[config.mk]
export PLATFORM = sky130hd
export DESIGN_NAME = parity_down_counter
export DESIGN_NICKNAME = d
export VERILOG_FILES = /design/src/rtl/counter_pkg.sv /design/src/rtl/parity_down_counter.sv
export SDC_FILE = /design/constraint.sdc
export NUM_CORES = 1
export LEC_CHECK = 0
export ABC_CLOCK_PERIOD_IN_PS = 2000
export CORE_MARGIN = 3
export CORE_UTILIZATION = 51
export CTS_BUF_LIST = sky130_fd_sc_hd__clkbuf_16
export CTS_CLUSTER_DIAMETER = 200
export CTS_CLUSTER_SIZE = 14
export DETAILED_ROUTE_END_ITERATION = 10
export PLACE_DENSITY = 0.8
export SYNTH_ARGS = -nofsm -noshare
export SYNTH_HDL_FRONTEND = slang
export SYNTH_SLANG_ARGS = --single-unit
export TNS_END_PERCENT = 50
[constraint.sdc]
create_clock -name clk -period 2 [get_ports clk]
set_input_delay 0.2 -clock clk [delete_from_list [all_inputs] [get_ports clk]]
set_output_delay 0.2 -clock clk [all_outputs]
set_load 0.03 [all_outputs]
[src/rtl/counter_pkg.sv]
// Shared types and tally helpers for the counter subsystem (up- and down-counters).
package counter_pkg;

  typedef enum logic {
    IDLE = 1'b0,
    RUN  = 1'b1
  } state_t;

  localparam int unsigned COUNTER_WIDTH = 6;

  // Number of even values in 1..n.
  function automatic logic [31:0] even_of(input logic [31:0] n);
    return n >> 1;
  endfunction

  // Number of odd values in 1..n; the +1 is evaluated wide enough not to wrap.
  function automatic logic [31:0] odd_of(input logic [31:0] n);
    return (n + 32'd1) >> 1;
  endfunction

endpackage

[src/rtl/parity_down_counter.sv]
// Loadable down-counter with remaining even/odd tallies and a one-cycle done pulse.
// Optional macro PARITY_DOWN_COUNTER_AUTO_RELOAD_EN: reload the last N on reaching zero and stay in RUN.
module parity_down_counter
  import counter_pkg::*;
#(
  parameter int unsigned WIDTH = COUNTER_WIDTH
) (
  input  logic             clk,
  input  logic             rst_n,
  input  logic             load_valid,
  input  logic [WIDTH-1:0] load_value,
  output logic             load_ready,
  input  logic             en,
  input  logic             abort,
  output logic [WIDTH-1:0] count,
  output logic [WIDTH-1:0] even_left,
  output logic [WIDTH-1:0] odd_left,
  output logic             busy,
  output logic             done
);

  state_t           r_state,  w_state_nx;
  logic [WIDTH-1:0] r_count,  w_count_nx;
  logic [WIDTH-1:0] r_even,   w_even_nx;
  logic [WIDTH-1:0] r_odd,    w_odd_nx;
  logic             r_done,   w_done_nx;
  logic [WIDTH-1:0] w_load_even, w_load_odd;

`ifdef PARITY_DOWN_COUNTER_AUTO_RELOAD_EN
  logic [WIDTH-1:0] r_reload, w_reload_nx;
  logic [WIDTH-1:0] w_rel_even, w_rel_odd;

  assign w_rel_even = WIDTH'(even_of(32'(r_reload)));
  assign w_rel_odd  = WIDTH'(odd_of(32'(r_reload)));
`endif

  assign w_load_even = WIDTH'(even_of(32'(load_value)));
  assign w_load_odd  = WIDTH'(odd_of(32'(load_value)));

  assign load_ready = (r_state == IDLE) && !abort;
  assign busy       = (r_state == RUN);
  assign count      = r_count;
  assign even_left  = r_even;
  assign odd_left   = r_odd;
  assign done       = r_done;

  always_comb begin
    w_state_nx = r_state;
    w_count_nx = r_count;
    w_even_nx  = r_even;
    w_odd_nx   = r_odd;
    w_done_nx  = 1'b0;
`ifdef PARITY_DOWN_COUNTER_AUTO_RELOAD_EN
    w_reload_nx = r_reload;
`endif
    if (abort) begin
      w_state_nx = IDLE;
      w_count_nx = '0;
      w_even_nx  = '0;
      w_odd_nx   = '0;
    end else begin
      unique case (r_state)
        IDLE: begin
          // load_ready reduces to "not aborting" here, already established above.
          if (load_valid) begin
`ifdef PARITY_DOWN_COUNTER_AUTO_RELOAD_EN
            w_reload_nx = load_value;
`endif
            if (load_value == '0) begin
              w_done_nx = 1'b1;
            end else begin
              w_state_nx = RUN;
              w_count_nx = load_value;
              w_even_nx  = w_load_even;
              w_odd_nx   = w_load_odd;
            end
          end
        end
        RUN: begin
          if (en) begin
            if (r_count[0] == 1'b0) w_even_nx = r_even - WIDTH'(1);
            else                    w_odd_nx  = r_odd  - WIDTH'(1);
            w_count_nx = r_count - WIDTH'(1);
            if (r_count == WIDTH'(1)) begin
              w_done_nx = 1'b1;
`ifdef PARITY_DOWN_COUNTER_AUTO_RELOAD_EN
              w_count_nx = r_reload;
              w_even_nx  = w_rel_even;
              w_odd_nx   = w_rel_odd;
`else
              w_state_nx = IDLE;
`endif
            end
          end
        end
        default: w_state_nx = IDLE;
      endcase
    end
  end

  always_ff @(posedge clk or negedge rst_n) begin
    if (!rst_n) begin
      r_state <= IDLE;
      r_count <= '0;
      r_even  <= '0;
      r_odd   <= '0;
      r_done  <= 1'b0;
`ifdef PARITY_DOWN_COUNTER_AUTO_RELOAD_EN
      r_reload <= '0;
`endif
    end else begin
      r_state <= w_state_nx;
      r_count <= w_count_nx;
      r_even  <= w_even_nx;
      r_odd   <= w_odd_nx;
      r_done  <= w_done_nx;
`ifdef PARITY_DOWN_COUNTER_AUTO_RELOAD_EN
      r_reload <= w_reload_nx;
`endif
    end
  end

endmodule

; Word-level counts from Yosys, hierarchy flattened
; Index checks and enable logic that the tools add are counted.
[op_classes]
n_addsub = 4
n_reduce_logical = 6
eq_ne = 6
n_mux = 29
bitwise = 1
[ops]
columns = cell, n
row1 = 6-bit 2-to-1 mux, 14
row2 = 6-bit one-hot mux with 2 select lines, 3
row3 = 6-bit by 1-bit subtractor with 6-bit output (second input constant), 3
row4 = 3-bit inequality test (second input constant), 4
row5 = 1-bit 2-to-1 mux, 10
row6 = 4-bit AND reduction, 2
row7 = 6-bit by 1-bit adder with 7-bit output (second input constant), 1
row8 = 6-bit by 1-bit equality test with 1-bit output (second input constant), 1
row9 = 6-bit logical NOT, 1
row10 = 1-bit one-hot mux with 2 select lines, 2
row11 = 3-bit by 2-bit inequality test with 1-bit output (second input constant), 1
row12 = 3-bit AND reduction, 1
row13 = 1-bit logical AND, 1
row14 = 1-bit logical NOT, 1
row15 = 1-bit inverter, 1
[word_totals]
elab_cells = 51
ff_bits = 20

; Longest topological paths before layout
[logic_depth]
ltp_word = 5
depth_mapped = 6
mapped_depth_nobuf = 6

; Least setup slack after synthesis
; Ideal clock, no wire load.
[synth_timing]
path_type = flip-flop to flip-flop
from = register r_state (netlist: busy)
to = register r_odd[3] (netlist: odd_left[3])
path_slack_ns = 0.190
arrival_time_ns = 1.745
setup_ns = 0.065
stages_incl_launch_ff = 6
path_cell_list = dfrtp_1 buf_6 nor2_1 nand2_1 nor3_1 a211o_1
[synth_between]
elab_chain_cells = 3
[synth_lines]
columns = item, line
row1 = from (decl), parity_down_counter.sv:22  ; state_t r_state, w_state_nx;
row2 = from (signal assigned), parity_down_counter.sv:112  ; r_state <= w_state_nx;
row3 = 1-bit inverter, n/a
row4 = 3-bit inequality test (no line) or 6-bit one-hot mux with 2 select lines (tied branches), n/a
row5 = 4-bit AND reduction (no line) or 6-bit 2-to-1 mux (tied branches), n/a
row6 = to (signal assigned), parity_down_counter.sv:115  ; r_odd <= w_odd_nx;
row7 = to (decl), parity_down_counter.sv:25  ; logic [WIDTH-1:0] r_odd, w_odd_nx;
; Parallel ways exist; a longest one is shown, timed or not.
; A chain may end at the register's enable or synchronous reset.

; Worst setup path in the final report
[layout_timing]
from = input load_value[0]
to = register r_count[2] (netlist: count[2])
[layout_between]
elab_chain_cells = 3
[layout_lines]
columns = item, line
row1 = from (decl), parity_down_counter.sv:11  ; input logic [WIDTH-1:0] load_value,
row2 = 6-bit logical NOT, parity_down_counter.sv:69  ; if (load_value == '0) begin
row3 = 3-bit inequality test (no line), n/a
row4 = 3-bit AND reduction (no line), n/a
row5 = to (signal assigned), parity_down_counter.sv:113  ; r_count <= w_count_nx;
row6 = to (decl), parity_down_counter.sv:23  ; logic [WIDTH-1:0] r_count, w_count_nx;
; No other way between the ends.

==> metrics.csv <==
metric,value,unit
status,"complete, no violations",
syn2layout_area_growth,35.2,%
rsz0062_at_grt,no,
via_per_inst,6.00,
dominantRegCellSynth,dfrtp_1,
leakage,0.903,nW
cts_inserted_buffers,3,
synthTopCellsByCount,"dfrtp_1, nand2_1, nor2_1",
crit_buf_inv,2,
synthCells,170,
ys_ff_latch,20,
syn_nets,187,
fin_setup_tns,0,ps
antenna_found_initial,0,
path_depth,7,
worstSkewPairLatency,260,ps
yosys_warnings,0,
clk_pin_slew,60,ps
hold_viol,0,
post-route-worst-setup-slack,326,ps
cts_resized,0,
critPathSlowestCell,clkdlybuf4s50_1,
start_util,53.9,%
relSlewSlack,69.7,%
finalPower,1.82,mW
min_period,1670,ps
reg2reg_slack,360,ps
place_congestion,0.900,
cts_buffer_depth,2,
path_class,input port to flip-flop,
drt_iter0_markers,69,
async_reset_ff_share,100,%
cts_max_level,1,
placementRows,19,
arrival,1820,ps
power_density,897,mW/mm^2
synth_area,0.00150,mm^2
io_buffers,31,
max_stage_delay,490,ps
period_share,83.7,%
clock-sinks,20,
synth_cell_types,54,
io_pins,32,
wire_per_inst,16.8,um
dpl_worst_slack,94.5,ps
drv_cap,0,
grt_start_max_net_pins,22,
layout-drive-gt1-share,12.2,%
fin_worst_skew,5.45,ps
ff2ff_path_depth,6,
setup_violations,0,
synth.area.top_cells,"dfrtp_1, ha_1, nand2_1",
grt_pass1_wl,6910,um
routed_wl,4110,um
synth-edff-count,0,
cp_cell_sequence,"clkdlybuf4s50_1, inv_1, ha_1, nor4b_1, a211oi_2, o21ai_1, a221o_1",
r2r-end,count[4],
synth-seq-area-share,33.4,%
ir_drop,906,uV
fp.coreArea,0.00278,mm^2
synthMostInstantiatedCell,dfrtp_1,
overflow,0,
yosysTopAreaCell,dfrtp_1,
worstSetupStartpointType,input port,
grt_util_all_layers,25.6,%
first_pass_iters,4,
hold_buffers,0,
hold_class,input port to asynchronous set/reset pin,
max_freq,597,MHz
antenna_cells,0,
drv_slew,0,
critPathMaxFanout,3,
die_x,60.2,um
cts_tree,yes,
ant_nets,0,
vias,1464,
die_h,60.2,um
final_util,72.9,%
syn_area_per_cell,8.82,um^2
cp_top_family,compound AO/OA/AOI/OAI gates,
final_nets,231,
cp_data_required_time,2140,ps
worst_pin_slew,453,ps
drc,0,
postCtsSetupBuffers,0,
place_hpwl,3110,um
regToRegStartpoint,busy,
die-area,0.00363,mm^2
setup.worst_path.end_class,flip-flop,
synthDominantCellAreaShare,33.4,%
cts-root-buf,clkbuf_16,
grt_pass1_vias,1443,
-- final cells by class --
cell class,instances,area (um^2)
Timing Repair Buffer,45,425
Clock buffer,3,75.1
Tap cell,31,38.8
Multi-Input combinational cell,132,912
Fill cell,204,754
Sequential cell,20,500
Clock inverter,1,30.0
Inverter,12,45.0
-- state kept, by name, indices dropped and copies added, names as in the netlist --
signal,flops
count,6
even_left,6
odd_left,6
busy,1
done,1
-- power by group --
part | switching, mW | internal, mW | total [mW]
clock | 0.154 | 0.397 | 0.551
combinational | 0.402 | 0.315 | 0.716
sequential | 0.0780 | 0.473 | 0.551
-- worst max path at each step --
stage / to / start / slack (ps)
3_5_place_dp: count[2] / load_value[0] / 90
2_1_floorplan: odd_left[3] / busy / 190
4_1_cts: count[2] / load_value[0] / 340
6_report: count[2] / load_value[0] / 330
5_1_grt: count[4] / busy / 170
3_3_place_gp: count[2] / load_value[0] / 130
-- metrics by stage --
stage | instance area [um^2] | cells | hold WS [ps]
4_1_cts | 2030 | 244 | 285
3_5_place_dp | 1920 | 240 | 488
5_1_grt | 2030 | 244 | 307
3_3_place_gp | 1920 | 240 | 475
2_1_floorplan | 1500 | 170 | -95.6
6_report | 2030 | 244 | 281
-- cells by family after synthesis --
logic type | after synthesis | share of synthesized area (%)
AOI/OAI and AO/OA | 47 | 24.0
xor gates and xnor gates | 4 | 2.34
adders and majority gates | 6 | 5.01
buffers and inverters | 18 | 5.76
DFF | 20 | 33.4
muxes | 2 | 1.34
and+or+nand+nor | 73 | 28.2
-- layer usage --
layer / up-vias / share of wire [%] / GRT usage (%)
li1: 717 / - / -
met1: 694 / 44 / 33.4
met4: 0 / 2.0 / 12.0
met2: 44 / 50 / 41.0
met3: 9 / 4.5 / 3.67
met5: - / 0 / 0
-- placed cells by master (no fill, tap or decap), types with 4 or more instances in the layout --
| master | instances |
|---|---|
| dfrtp_1 | 20 |
| clkdlybuf4s50_1 | 30 |
| a211o_1 | 5 |
| nor3_1 | 7 |
| nand2_1 | 15 |
| buf_4 | 14 |
| xor2_1 | 4 |
| inv_1 | 12 |
| a211oi_1 | 4 |
| nor2_1 | 14 |
| a21oi_1 | 5 |
| ha_1 | 6 |
| nand3_1 | 8 |
(Power assumes the default switching activity.)
